--- src/rtl/twi_master_sequencer.sv ---
`timescale 1ns/1ps
`default_nettype none
// ============================================================================
// Module      : twi_master_sequencer
// Description : Single-byte TWI master. One accepted command becomes
//               START, address+R/W, ACK, data (write or read), ACK/NACK, STOP
//               on the open-drain SCL/SDA drives.
// Ports       : iClk, iReset        - clock, asynchronous active-high reset
//               iStart              - command strobe (taken only when idle)
//               iRead, iAddress,
//               iData               - command fields, latched on accept
//               iSda                - SDA pad input
//               oSda, oScl          - pad drives (0 pulls low, 1 releases)
//               oData               - last byte read
//               oBusy, oDone        - in-progress flag, end-of-transaction pulse
//               oAckError           - slave NACK seen in current transaction
// Revision    : 1.0 - initial release
// ============================================================================
module twi_master_sequencer #(
    parameter int CLK_DIV = 250
) (
    input  logic       iClk,
    input  logic       iReset,
    input  logic       iStart,
    input  logic       iRead,
    input  logic [6:0] iAddress,
    input  logic [7:0] iData,
    input  logic       iSda,
    output logic       oSda,
    output logic       oScl,
    output logic [7:0] oData,
    output logic       oBusy,
    output logic       oDone,
    output logic       oAckError
);

    typedef enum logic [3:0] {
        S_IDLE  = 4'd0,
        S_START = 4'd1,
        S_ADDR  = 4'd2,
        S_AACK  = 4'd3,
        S_WRITE = 4'd4,
        S_WACK  = 4'd5,
        S_READ  = 4'd6,
        S_RNACK = 4'd7,
        S_STOP  = 4'd8
    } state_t;

    localparam logic [15:0] c_quarterLast = 16'(CLK_DIV - 1);

    state_t      r_state;
    state_t      w_nextState;
    logic [15:0] r_quarterCnt;
    logic [1:0]  r_phase;
    logic [2:0]  r_bitIdx;
    logic        r_rd;
    logic [6:0]  r_addr;
    logic [7:0]  r_wrData;
    logic [7:0]  r_shift;

    logic        w_accept;
    logic        w_tick;
    logic        w_sample;
    logic        w_bitEnd;
    logic        w_shiftState;
    logic [1:0]  w_phaseNext;
    logic [2:0]  w_bitIdxNext;
    logic        w_sdaNext;
    logic        w_sclNext;
    logic        w_sclData;
    logic [7:0]  w_addrByte;

    assign w_accept     = (r_state == S_IDLE) && iStart;
    assign w_tick       = (r_state != S_IDLE) && (r_quarterCnt == c_quarterLast);
    assign w_sample     = w_tick && (r_phase == 2'd2);
    assign w_bitEnd     = w_tick && (r_phase == 2'd3);
    assign w_shiftState = (r_state == S_ADDR) || (r_state == S_WRITE) || (r_state == S_READ);
    assign w_addrByte   = {r_addr, r_rd};

    // Phase and bit index are computed one step ahead so that the registered
    // pad drives line up exactly with the state/quarter they belong to.
    assign w_phaseNext  = w_accept ? 2'd0 : (w_tick ? r_phase + 2'd1 : r_phase);
    assign w_bitIdxNext = w_accept ? 3'd7 :
                          ((w_bitEnd && w_shiftState) ? r_bitIdx - 3'd1 : r_bitIdx);

    always_ff @(posedge iClk or posedge iReset) begin
        if (iReset) begin
            r_state <= S_IDLE;
        end else begin
            r_state <= w_nextState;
        end
    end

    always_comb begin
        w_nextState = r_state;
        case (r_state)
            S_IDLE:  if (iStart) w_nextState = S_START;
            S_START: if (w_bitEnd) w_nextState = S_ADDR;
            S_ADDR:  if (w_bitEnd && (r_bitIdx == 3'd0)) w_nextState = S_AACK;
            // oAckError was already updated on the q2 sample of this bit.
            S_AACK:  if (w_bitEnd) w_nextState = oAckError ? S_STOP : (r_rd ? S_READ : S_WRITE);
            S_WRITE: if (w_bitEnd && (r_bitIdx == 3'd0)) w_nextState = S_WACK;
            S_WACK:  if (w_bitEnd) w_nextState = S_STOP;
            S_READ:  if (w_bitEnd && (r_bitIdx == 3'd0)) w_nextState = S_RNACK;
            S_RNACK: if (w_bitEnd) w_nextState = S_STOP;
            S_STOP:  if (w_bitEnd) w_nextState = S_IDLE;
            default: w_nextState = S_IDLE;
        endcase
    end

    // Data-bit SCL shape: low in q0/q3, high in q1/q2.
    assign w_sclData = w_phaseNext[0] ^ w_phaseNext[1];

    always_comb begin
        w_sdaNext = 1'b1;
        w_sclNext = 1'b1;
        case (w_nextState)
            S_START: begin
                w_sdaNext = ~w_phaseNext[1];
                w_sclNext = (w_phaseNext != 2'd3);
            end
            S_STOP: begin
                w_sdaNext = w_phaseNext[1];
                w_sclNext = (w_phaseNext != 2'd0);
            end
            S_ADDR: begin
                w_sdaNext = w_addrByte[w_bitIdxNext];
                w_sclNext = w_sclData;
            end
            S_WRITE: begin
                w_sdaNext = r_wrData[w_bitIdxNext];
                w_sclNext = w_sclData;
            end
            S_AACK, S_WACK, S_READ, S_RNACK: begin
                w_sdaNext = 1'b1;
                w_sclNext = w_sclData;
            end
            default: begin
                w_sdaNext = 1'b1;
                w_sclNext = 1'b1;
            end
        endcase
    end

    always_ff @(posedge iClk or posedge iReset) begin
        if (iReset) begin
            r_quarterCnt <= 16'd0;
            r_phase      <= 2'd0;
            r_bitIdx     <= 3'd0;
            r_rd         <= 1'b0;
            r_addr       <= 7'd0;
            r_wrData     <= 8'd0;
            r_shift      <= 8'd0;
            oSda         <= 1'b1;
            oScl         <= 1'b1;
            oData        <= 8'd0;
            oBusy        <= 1'b0;
            oDone        <= 1'b0;
            oAckError    <= 1'b0;
        end else begin
            r_phase  <= w_phaseNext;
            r_bitIdx <= w_bitIdxNext;
            oSda     <= w_sdaNext;
            oScl     <= w_sclNext;
            oDone    <= (r_state == S_STOP) && w_bitEnd;

            if (w_accept) begin
                r_quarterCnt <= 16'd0;
                r_rd         <= iRead;
                r_addr       <= iAddress;
                r_wrData     <= iData;
                oBusy        <= 1'b1;
                oAckError    <= 1'b0;
            end else begin
                r_quarterCnt <= (w_tick || (r_state == S_IDLE)) ? 16'd0 : r_quarterCnt + 16'd1;

                if (w_sample && ((r_state == S_AACK) || (r_state == S_WACK)) && iSda) begin
                    oAckError <= 1'b1;
                end
                if (w_sample && (r_state == S_READ)) begin
                    r_shift <= {r_shift[6:0], iSda};
                end
                // The last bit was shifted in on q2, so the register is complete here.
                if (w_bitEnd && (r_state == S_READ) && (r_bitIdx == 3'd0)) begin
                    oData <= r_shift;
                end
                if (w_bitEnd && (r_state == S_STOP)) begin
                    oBusy <= 1'b0;
                end
            end
        end
    end

endmodule
`default_nettype wire

--- config.mk ---
export PLATFORM = sky130hd
export DESIGN_NAME = twi_master_sequencer
export DESIGN_NICKNAME = d
export VERILOG_FILES = /design/src/rtl/twi_master_sequencer.sv
export SDC_FILE = /design/constraint.sdc
export NUM_CORES = 1
export LEC_CHECK = 0
export ABC_AREA = 0
export CAP_MARGIN = 20
export CORE_MARGIN = 1.5
export CORE_UTILIZATION = 36
export DETAILED_ROUTE_END_ITERATION = 10
export PLACE_DENSITY = 0.64
export SYNTH_ARGS = -nofsm -noshare
export SYNTH_HDL_FRONTEND = slang
export SYNTH_SLANG_ARGS = --single-unit
--- constraint.sdc ---
create_clock -name iClk -period 4.45 [get_ports iClk]
set_clock_uncertainty 0.15 [all_clocks]
set_input_delay 0.6675 -clock iClk [delete_from_list [all_inputs] [get_ports iClk]]
set_output_delay 0.6675 -clock iClk [all_outputs]
set_load 0.05 [all_outputs]
==> run metrics <==
RSZ-0062 raised after global routing false; Initial Utilization 37.5%; # diodes 0; gr ovfl total 0; Final Power approximately 1.1 mW; Ports 33; # fillers ~800; most frequent cells in the layout dfrtp_1 (60), nand2_1 (59), clkdlybuf4s50_1 (32), nor2_1 (26), mux2_2 (16); iteration-0 DRC count of the detailed router between 100 and 150; clock root cell clkbuf_8; drt pass-1 iters 4; largest family of logic cells by synthesized area simple AND/OR/NAND/NOR gates; leak pwr 1.72 nW; number of global-route vias before repair 2204; relative slew slack 42.6%; wire length per cell around 13 µm; Synth Flop Type dfrtp_1; final setup violation count 0; final core occ 45.0%; Worst-path clk slew 70 ps; mux share of post-synthesis cell area 9.49%; Synth Area in XOR/XNOR 3.96%; critical path fanouts, max 8; # hold bufs at CTS 0; CTS Buf Count 9; die extent in x 95.8 µm; Buffers on Ports 32; Chip Height 95.8 µm; CTS H-tree depth 3; drt drc 0; Total GRT Usage approximately 15%; Avg Cell Area, Syn about 10 µm²; Synth Register Bits 62; R2R Path End oSda$_DFF_PP1_; ys async rst share 100%; Final period util slightly below 70%; nets@finish 368; pin slew with the least headroom to its limit 861 ps; DP Worst Slack 1320 ps; Fin Setup TNS 0 ps; Finished Cell Area 3720 µm²; Max Slew Vio Count 0; slowest cell on the critical path or4bb_1; register area between 1500 and 2000 µm²; simple-gate share of the synthesized area 24.0%; worst reg2reg setup slack roughly 1400 ps; most common cell after layout, fill and taps aside dfrtp_1; max-cap violations 0; initial antenna violation count 0; crit start category flip-flop; clock latency on the worst-skew pair about 330 ps; via count 2244; CTS tree built; Die ar. about 9200 µm²; Final WS setup 1370 ps; Mapped Area just over 3000 µm²; Hold EP r_wrData[2]$_DFFE_PP0P_; Setup Buffers After CTS 0; count of cell types in the netlist 50; cells taking the most area after synthesis dfrtp_1 (48%), nand2_1 (7.1%), mux2_2 (5.8%), ha_1 (3.2%), mux2i_1 (3.2%); Synth area leader dfrtp_1; synthesized net count 335; Detailed Place HPWL 4310 µm; fmax ~330 MHz; clock sink count 62; largest net degree at the start of global routing 40; WP data arrival approximately 3200 ps; Final min period 3080 ps; share of layout cells above drive strength 1 14.8%; compound-cell area share of the yosys netlist roughly 6.2%; Ys Warns 0; Power Dens Cells 291 nW/µm²; vias per cell around 5.0; peak supply drop 0.000133 V; worst reg2reg path startpoint r_phase[0]$_DFF_PP0_; first-pass GRT wire length about 10000 µm; WHS Path Cells 2; crit-path cells ha_1 -> or4bb_1 -> nor4_4 -> nand2_2 -> or4b_1 -> a21oi_2 -> nor4b_2 -> nand4_1 -> o211ai_1; Area Overhead vs Synth 19.9%; critical path class flip-flop to flip-flop; Placed Area 3520 µm²; post-synthesis adder-cell area fraction under 10%; area share of the largest cell type after synthesis 48.4%; area of the multi-input gates ~1500 µm²; core area 8260 µm²; crit path capture type flip-flop; Total Wirelength 6020 µm; post-CTS resize count 0; final hold vios 0; status finished, final reports clean; Hold WC Path Type flip-flop to flip-flop; ANT nets after route 0; gpl congestion roughly 0.85; CP required 4550 ps; number of flops mapped to enable cells by yosys 0; # rows 33; Hold Path Origin r_wrData[2]$_DFFE_PP0P_; post-synthesis sequential area ratio 50.1%; Clock Tree Buf Depth 2; slowest stage delay, CP 530 ps; Cells after Synth ~300; reg2reg path depth 9
## cell type report
| class | count | share of cell area [%] |
|---|---|---|
| Multi-Input combinational cell | 220 | 39.1 |
| Sequential cell | 62 | 41.8 |
| Tap cell | 105 | 3.54 |
| Clock buffer | 9 | 3.33 |
| Clock inverter | 7 | 2.02 |
| Inverter | 14 | 1.41 |
| Timing Repair Buffer | 33 | 8.82 |
## state kept, by name, summed over array words and instances (netlist names)
register	count
r_shift	8
r_addr	7
oScl	1
oAckError	1
r_quarterCnt	16
r_state	4
oData	8
r_rd	1
oDone	1
oSda	1
r_bitIdx	3
oBusy	1
r_wrData	8
r_phase	2
## cells by family after synthesis
family	after synthesis
AND/OR/NAND/NOR	143
flip-flops	62
AO/OA/AOI/OAI	28
multiplexers	27
buffers and inverters	25
XOR/XNOR	14
adder cells (fa/ha/maj)	8
## critical path, delay by kind of cell, from the launching register on
family                     cells  cell delay [ps]
adders and majority gates      1              220
AOI/OAI and AO/OA              2              320
and+or+nand+nor                6             1890
DFF                            1              390
## cells in the mapped netlist, drive strengths merged, types with 2 or more instances
| library cell | count |
|---|---|
| nand2 | 61 |
| dfrtp | 60 |
| nor2 | 26 |
| mux2 | 16 |
| nand3 | 15 |
| inv | 14 |
| mux2i | 11 |
| clkbuf | 10 |
| xor2 | 10 |
| o21ai | 9 |
| ha | 8 |
| a21oi | 7 |
| and3 | 7 |
| nor3 | 7 |
| and2 | 4 |
| xnor2 | 4 |
| nand2b | 3 |
| nor2b | 3 |
| nor4 | 3 |
| a21o | 2 |
| dfstp | 2 |
| o221ai | 2 |
| or3 | 2 |
| or4 | 2 |
## worst max-delay path by stage
stage,start,to,cells past startpoint,slack [ps]
after detailed placement,iStart,oSda$_DFF_PP1_,8,1320
after floorplan,r_quarterCnt[11]$_DFF_PP0_,oSda$_DFF_PP1_,8,1610
final,r_phase[0]$_DFF_PP0_,oSda$_DFF_PP1_,9,1370
after global placement,iStart,oSda$_DFF_PP1_,8,1390
after global routing,r_phase[0]$_DFF_PP0_,oSda$_DFF_PP1_,9,1140
after CTS,r_phase[0]$_DFF_PP0_,oSda$_DFF_PP1_,9,1380
## per-stage QoR
stage	instances	hold WS, ps
2_1_floorplan	307	295
3_3_place_gp	434	316
3_5_place_dp	434	315
4_1_cts	450	332
5_1_grt	450	359
6_report	450	329
## power breakdown
group / switching, mW / internal (mW) / leakage [nW]
registers: 0 / 0.563 / 0.809
clock network: 0.229 / 0.259 / 0.0914
logic: 0.0134 / 0.0153 / 0.823
total: 0.243 / 0.838 / 1.72
## metal layers
layer	wire length [µm]	global-route usage (%)
met1	2890	20.9
met2	2760	21.5
met3	251	3.00
met4	117	7.23
met5	0	0
Note: power is estimated with default switching activity, not from simulation.
==> edit 1 (same flow settings) <==
Register the output `oAckError` once more, with the module's reset; this adds one clock of latency there. The other outputs are not delayed to match.
--- a/src/rtl/twi_master_sequencer.sv
+++ b/src/rtl/twi_master_sequencer.sv
@@ -49,4 +49,6 @@
     localparam logic [15:0] c_quarterLast = 16'(CLK_DIV - 1);
 
+    logic oAckError_s0;
+
     state_t      r_state;
     state_t      w_nextState;
@@ -99,5 +101,5 @@
             S_ADDR:  if (w_bitEnd && (r_bitIdx == 3'd0)) w_nextState = S_AACK;
             // oAckError was already updated on the q2 sample of this bit.
-            S_AACK:  if (w_bitEnd) w_nextState = oAckError ? S_STOP : (r_rd ? S_READ : S_WRITE);
+            S_AACK:  if (w_bitEnd) w_nextState = oAckError_s0 ? S_STOP : (r_rd ? S_READ : S_WRITE);
             S_WRITE: if (w_bitEnd && (r_bitIdx == 3'd0)) w_nextState = S_WACK;
             S_WACK:  if (w_bitEnd) w_nextState = S_STOP;
@@ -157,5 +159,5 @@
             oBusy        <= 1'b0;
             oDone        <= 1'b0;
-            oAckError    <= 1'b0;
+            oAckError_s0 <= 1'b0;
         end else begin
             r_phase  <= w_phaseNext;
@@ -171,10 +173,10 @@
                 r_wrData     <= iData;
                 oBusy        <= 1'b1;
-                oAckError    <= 1'b0;
+                oAckError_s0 <= 1'b0;
             end else begin
                 r_quarterCnt <= (w_tick || (r_state == S_IDLE)) ? 16'd0 : r_quarterCnt + 16'd1;
 
                 if (w_sample && ((r_state == S_AACK) || (r_state == S_WACK)) && iSda) begin
-                    oAckError <= 1'b1;
+                    oAckError_s0 <= 1'b1;
                 end
                 if (w_sample && (r_state == S_READ)) begin
@@ -192,4 +194,12 @@
     end
 
+    always_ff @(posedge iClk or posedge iReset) begin
+        if (iReset) begin
+            oAckError <= '0;
+        end else begin
+            oAckError <= oAckError_s0;
+        end
+    end
+
 endmodule
 `default_nettype wire
Behaviour: same outputs for any inputs over 10 cycles, from zero or initial values and one cycle with iReset high; that may be too few to reach the edited logic, so the function may still have changed.
==> edit 1 against the original RTL <==
  * Total power up 2.7%
  * Sequential cell count up 1
  * Largest power group unchanged
  * Hold slack better by 0.0020 ns
  * Wire length down 3.7%
  * Synthesized area up 0.81%
  * Setup slack better by 0.0096 ns
  * Highest routed layer unchanged
  * Final area up 0.88%
==> edit 1: results (changes against the original RTL) <==
synthArstFlopShare: 1.00  # unchanged
critPathMaxFanout: 7  # -1
cp_slowest_cell: "or4_4"
holdPathEnd: "r_wrData[1]"
critPathKind: "register to register"
first_global_vias: 2089  # -5.2%
largest_reg_flops: 16  # unchanged
grt_pass1_wl_mm: 9.76  # -5.8%
antenna_found_initial: 0  # unchanged
finalNetCount: 369  # +0.27%
whs_path_depth: 2  # unchanged
top_register: "r_quarterCnt"
relSlewSlack: 0.438  # +0.0127
seq_area_frac_synth: 0.505  # +0.00399
io_buffers: 32  # unchanged
ys_types: 50  # unchanged
antenna_cells: 0  # unchanged
arrival_ns: 3.18  # about the same
synth_commonest_cells: "61 x dfrtp_1, 59 x nand2_1, 26 x nor2_1"
ys.flop_type: "dfrtp_1"
cts_root_buf: "clkbuf_8"
setup.worst_path.start: "r_quarterCnt[11]"
peakVddDrop_mv: 0.120  # -10%
post_cts_resize_count: 0  # unchanged
cts_buffer_depth: 2  # unchanged
cts-buffers-inserted: 9  # unchanged
via_per_inst: 4.95  # -0.80%
grt_max_degree: 39  # -2.5%
routedWlPerCell_um: 12.9  # -3.9%
grt.total_usage: 0.141  # -0.00722
rr_worst_depth: 8  # -1
regToRegSetupSlack_ns: 1.38
hold_start: "r_wrData[1]"
h-tree-depth: 3  # unchanged
holdWs_ns: 0.331  # +0.00203 ns
leakagePower_uw: 0.00175  # +1.5%
insertion_delay_ns: 0.35  # +0.02 ns
min_path_type: "register to register"
drive_above_1_share: 0.147  # -0.000427
post_cts_buffers: 0  # unchanged
synthesis.nets: 336  # +0.30%
internal_power_uw: 864  # +3.2%
cp_slowest_stage_delay_ns: 0.57  # +0.04 ns
yosysWarnings: 0  # unchanged
initialDrtViolationCount: 86  # -26%
r2r-end: "oSda"
synthTopCellsByArea: "dfrtp_1 49%, nand2_1 7.1%, mux2_2 5.8%"
hpwl_mm: 4.07  # -5.5%
gp_congestion: 0.871  # +2.9%
slew_viol_final: 0  # unchanged
status: "completed"
drtPass1Iterations: 4  # unchanged
clk_pin_slew_ns: 0.07  # about the same
## edit 1: worst max-delay path, delay by kind of cell, from the launching register on
family	cells	cell delay, ns
DFF	1	0.43
AOI/OAI and AO/OA	3	0.58
and+or+nand+nor	5	1.83
## edit 1: layer usage
metal | up-vias | share of wire | track usage
li1 | 1106 | - | -
met1 | 1074 | 0.50 | 0.190
met2 | 41 | 0.45 | 0.205
met3 | 10 | 0.041 | 0.0450
met4 | 0 | 0.018 | 0.0650
met5 | - | 0 | 0
## edit 1: area by class of cell
type	instances	area [sq um]
clock buffers	10	138
inverters	14	52.6
well taps	105	131
clock inverters	6	68.8
flip-flops and latches	63	1580
repair buffers	33	328
fillers	775	4550
multi-input cells	220	1450
## edit 1: per-stage QoR
step	area (sq um)	utilization	setup slack [ns]	power (uW)	cells
finish	3750	0.452	1.38	1110	451
global route	3750	0.452	1.23	1140	451
CTS	3750	0.452	1.39	1120	451
detailed placement	3540	0.427	1.34	613	435
global placement	3540	0.427	1.42	613	435
floorplan	3120	-	1.61	592	308
## edit 1: power by group through the flow
| stage | registers [uW] | logic (uW) | clock network (uW) |
|---|---|---|---|
| 6_report | 572 | 28.7 | 508 |
| 3_5_place_dp | 583 | 29.7 | 0 |
| 2_1_floorplan | 583 | 8.53 | 0 |
| 3_3_place_gp | 583 | 29.8 | 0 |
| 5_1_grt | 572 | 32.3 | 540 |
| 4_1_cts | 572 | 29.9 | 521 |
## edit 1: cell families after synthesis
logic type | share of synthesized area
AOI/OAI and AO/OA | 0.0613
xor gates and xnor gates | 0.0392
adders and majority gates | 0.0320
buffers and inverters | 0.0300
DFF | 0.505
muxes | 0.0941
and+or+nand+nor | 0.238
==> edit 2 (config.mk and constraints unchanged) <==
Without the edit above. `CLK_DIV`: 250 -> 125.
--- a/src/rtl/twi_master_sequencer.sv
+++ b/src/rtl/twi_master_sequencer.sv
@@ -18,5 +18,5 @@
 // ============================================================================
 module twi_master_sequencer #(
-    parameter int CLK_DIV = 250
+    parameter int CLK_DIV = 125
 ) (
     input  logic       iClk,
Function: same outputs for any inputs over 10 cycles, from zero or initial values and one cycle with iReset high; that may be too few to reach the edited logic, so the function may still have changed.
==> edit 2 against the original RTL <==
  * Wire length is 5.3% lower
  * Count of clock-buffer cells in the layout grew 2
  * Final area shrank 2.4%
  * Sequential cell count stayed put
  * Setup slack got worse by 0.45 ns
  * First-iteration DRC count down 34%
  * Global-route usage is 0.25 points lower
  * Synthesized cell count is 3.3% lower
  * Combinational power grew 3%
  * Total power is 0.77% higher
  * Synthesized area fell by 3.3%
  * Non-clock buffer count up 3
==> edit 2: results (changes against the original RTL) <==
dpl_cell_area_sq_mm: 0.00343  # -2.6%
gr-usage-met1: 0.193  # -0.0164
drt-met1-wl_mm: 2.82  # -2.4%
nFillCells: 764  # -4.7%
routed-wl-met3_um: 190  # -24%
peakVddDrop_mv: 0.149  # +11%
fin_crit_ns: 3.53  # +0.453 ns
arrival_ns: 3.64  # +0.46 ns
first_global_vias: 2154  # -2.3%
postSynthCellCount: 297  # -3.3%
grt_pass1_wl_mm: 9.89  # -4.5%
via_per_inst: 4.84  # -3.0%
pre_cts_slack_ns: 0.911  # -0.413 ns
dpl.cell_count: 428  # -1.4%
finalNetCount: 362  # -1.6%
leakagePower_uw: 0.00175  # +1.3%
h-tree-depth: 3  # unchanged
grt_max_degree: 43  # +7.5%
vias: 2148  # -4.3%
synth_commonest_cells: "60 x dfrtp_1, 56 x nand2_1, 31 x nor2_1"
status: "completed"
worst_slew_pin_slew_ns: 0.871  # +0.00963 ns
drive_above_1_share: 0.133  # -0.0151
wl_met2_mm: 2.58  # -6.5%
grt.total_usage: 0.146  # -0.00246
met2_usage: 0.221  # +0.00525
critPathMaxFanout: 9  # +1
ys_types: 39  # -22%
gp_congestion: 0.817  # -3.5%
initialDrtViolationCount: 77  # -34%
==> edit 2: cell types whose count changed in the layout (fill, tap and decap cells not counted), sizes merged, moves of 3 or more <==
cell	delta
and3	-5
nor2b	-3
and2	-3
nand3	-6
nand4	+5
buf	+3
nand2	-5
nor3	+3
nor2	+5
==> edit 2: final timing paths <==
check                                 from               to  slack (ns)  cells after the start
setup / recovery           r_quarterCnt[0]             oSda        0.92                     10
hold / removal                   r_addr[3]        r_addr[3]        0.32                      2
setup reg to reg           r_quarterCnt[0]             oSda        0.92                     10
hold reg to reg                  r_addr[3]        r_addr[3]        0.32                      2
max in group asynchronous           iReset             oSda        2.59                      3
min in group asynchronous           iReset  r_quarterCnt[7]        0.69                      2
==> edit 2: where the power goes <==
part	total, uW	switching [uW]	internal, uW
logic	29.5	13.8	15.7
clock network	495	221	274
registers	564	0.322	564
==> edit 2: area by class of cell <==
| class | instances | area, sq um | share of cell area |
|---|---|---|---|
| well taps | 105 | 131 | 0.0362 |
| repair buffers | 36 | 350 | 0.0966 |
| flip-flops and latches | 62 | 1550 | 0.428 |
| inverters | 15 | 56.3 | 0.0155 |
| clock inverters | 5 | 58.8 | 0.0162 |
| clock buffers | 11 | 141 | 0.0390 |
| multi-input cells | 210 | 1340 | 0.368 |
==> edit 2: logic make-up after synthesis <==
family          Yosys count  share of synthesized area
xor+xnor                 17                     0.0497
buf+inv                  25                     0.0363
mux                      29                      0.104
flops                    62                      0.518
fa+ha+maj                 8                     0.0334
compound gates           23                     0.0488
simple gates            133                      0.209
==> edit 2: worst max-delay path, stage by stage, from the launching register on <==
cell and delay [ns]:
dfrtp_1 0.41, inv_1 0.10, ha_1 0.15, or4b_1 0.50, or4_4 0.60, o21a_1 0.23, or3_1 0.47, mux2i_1 0.20
mux2i_1 0.09, mux2_2 0.27, a211o_1 0.28
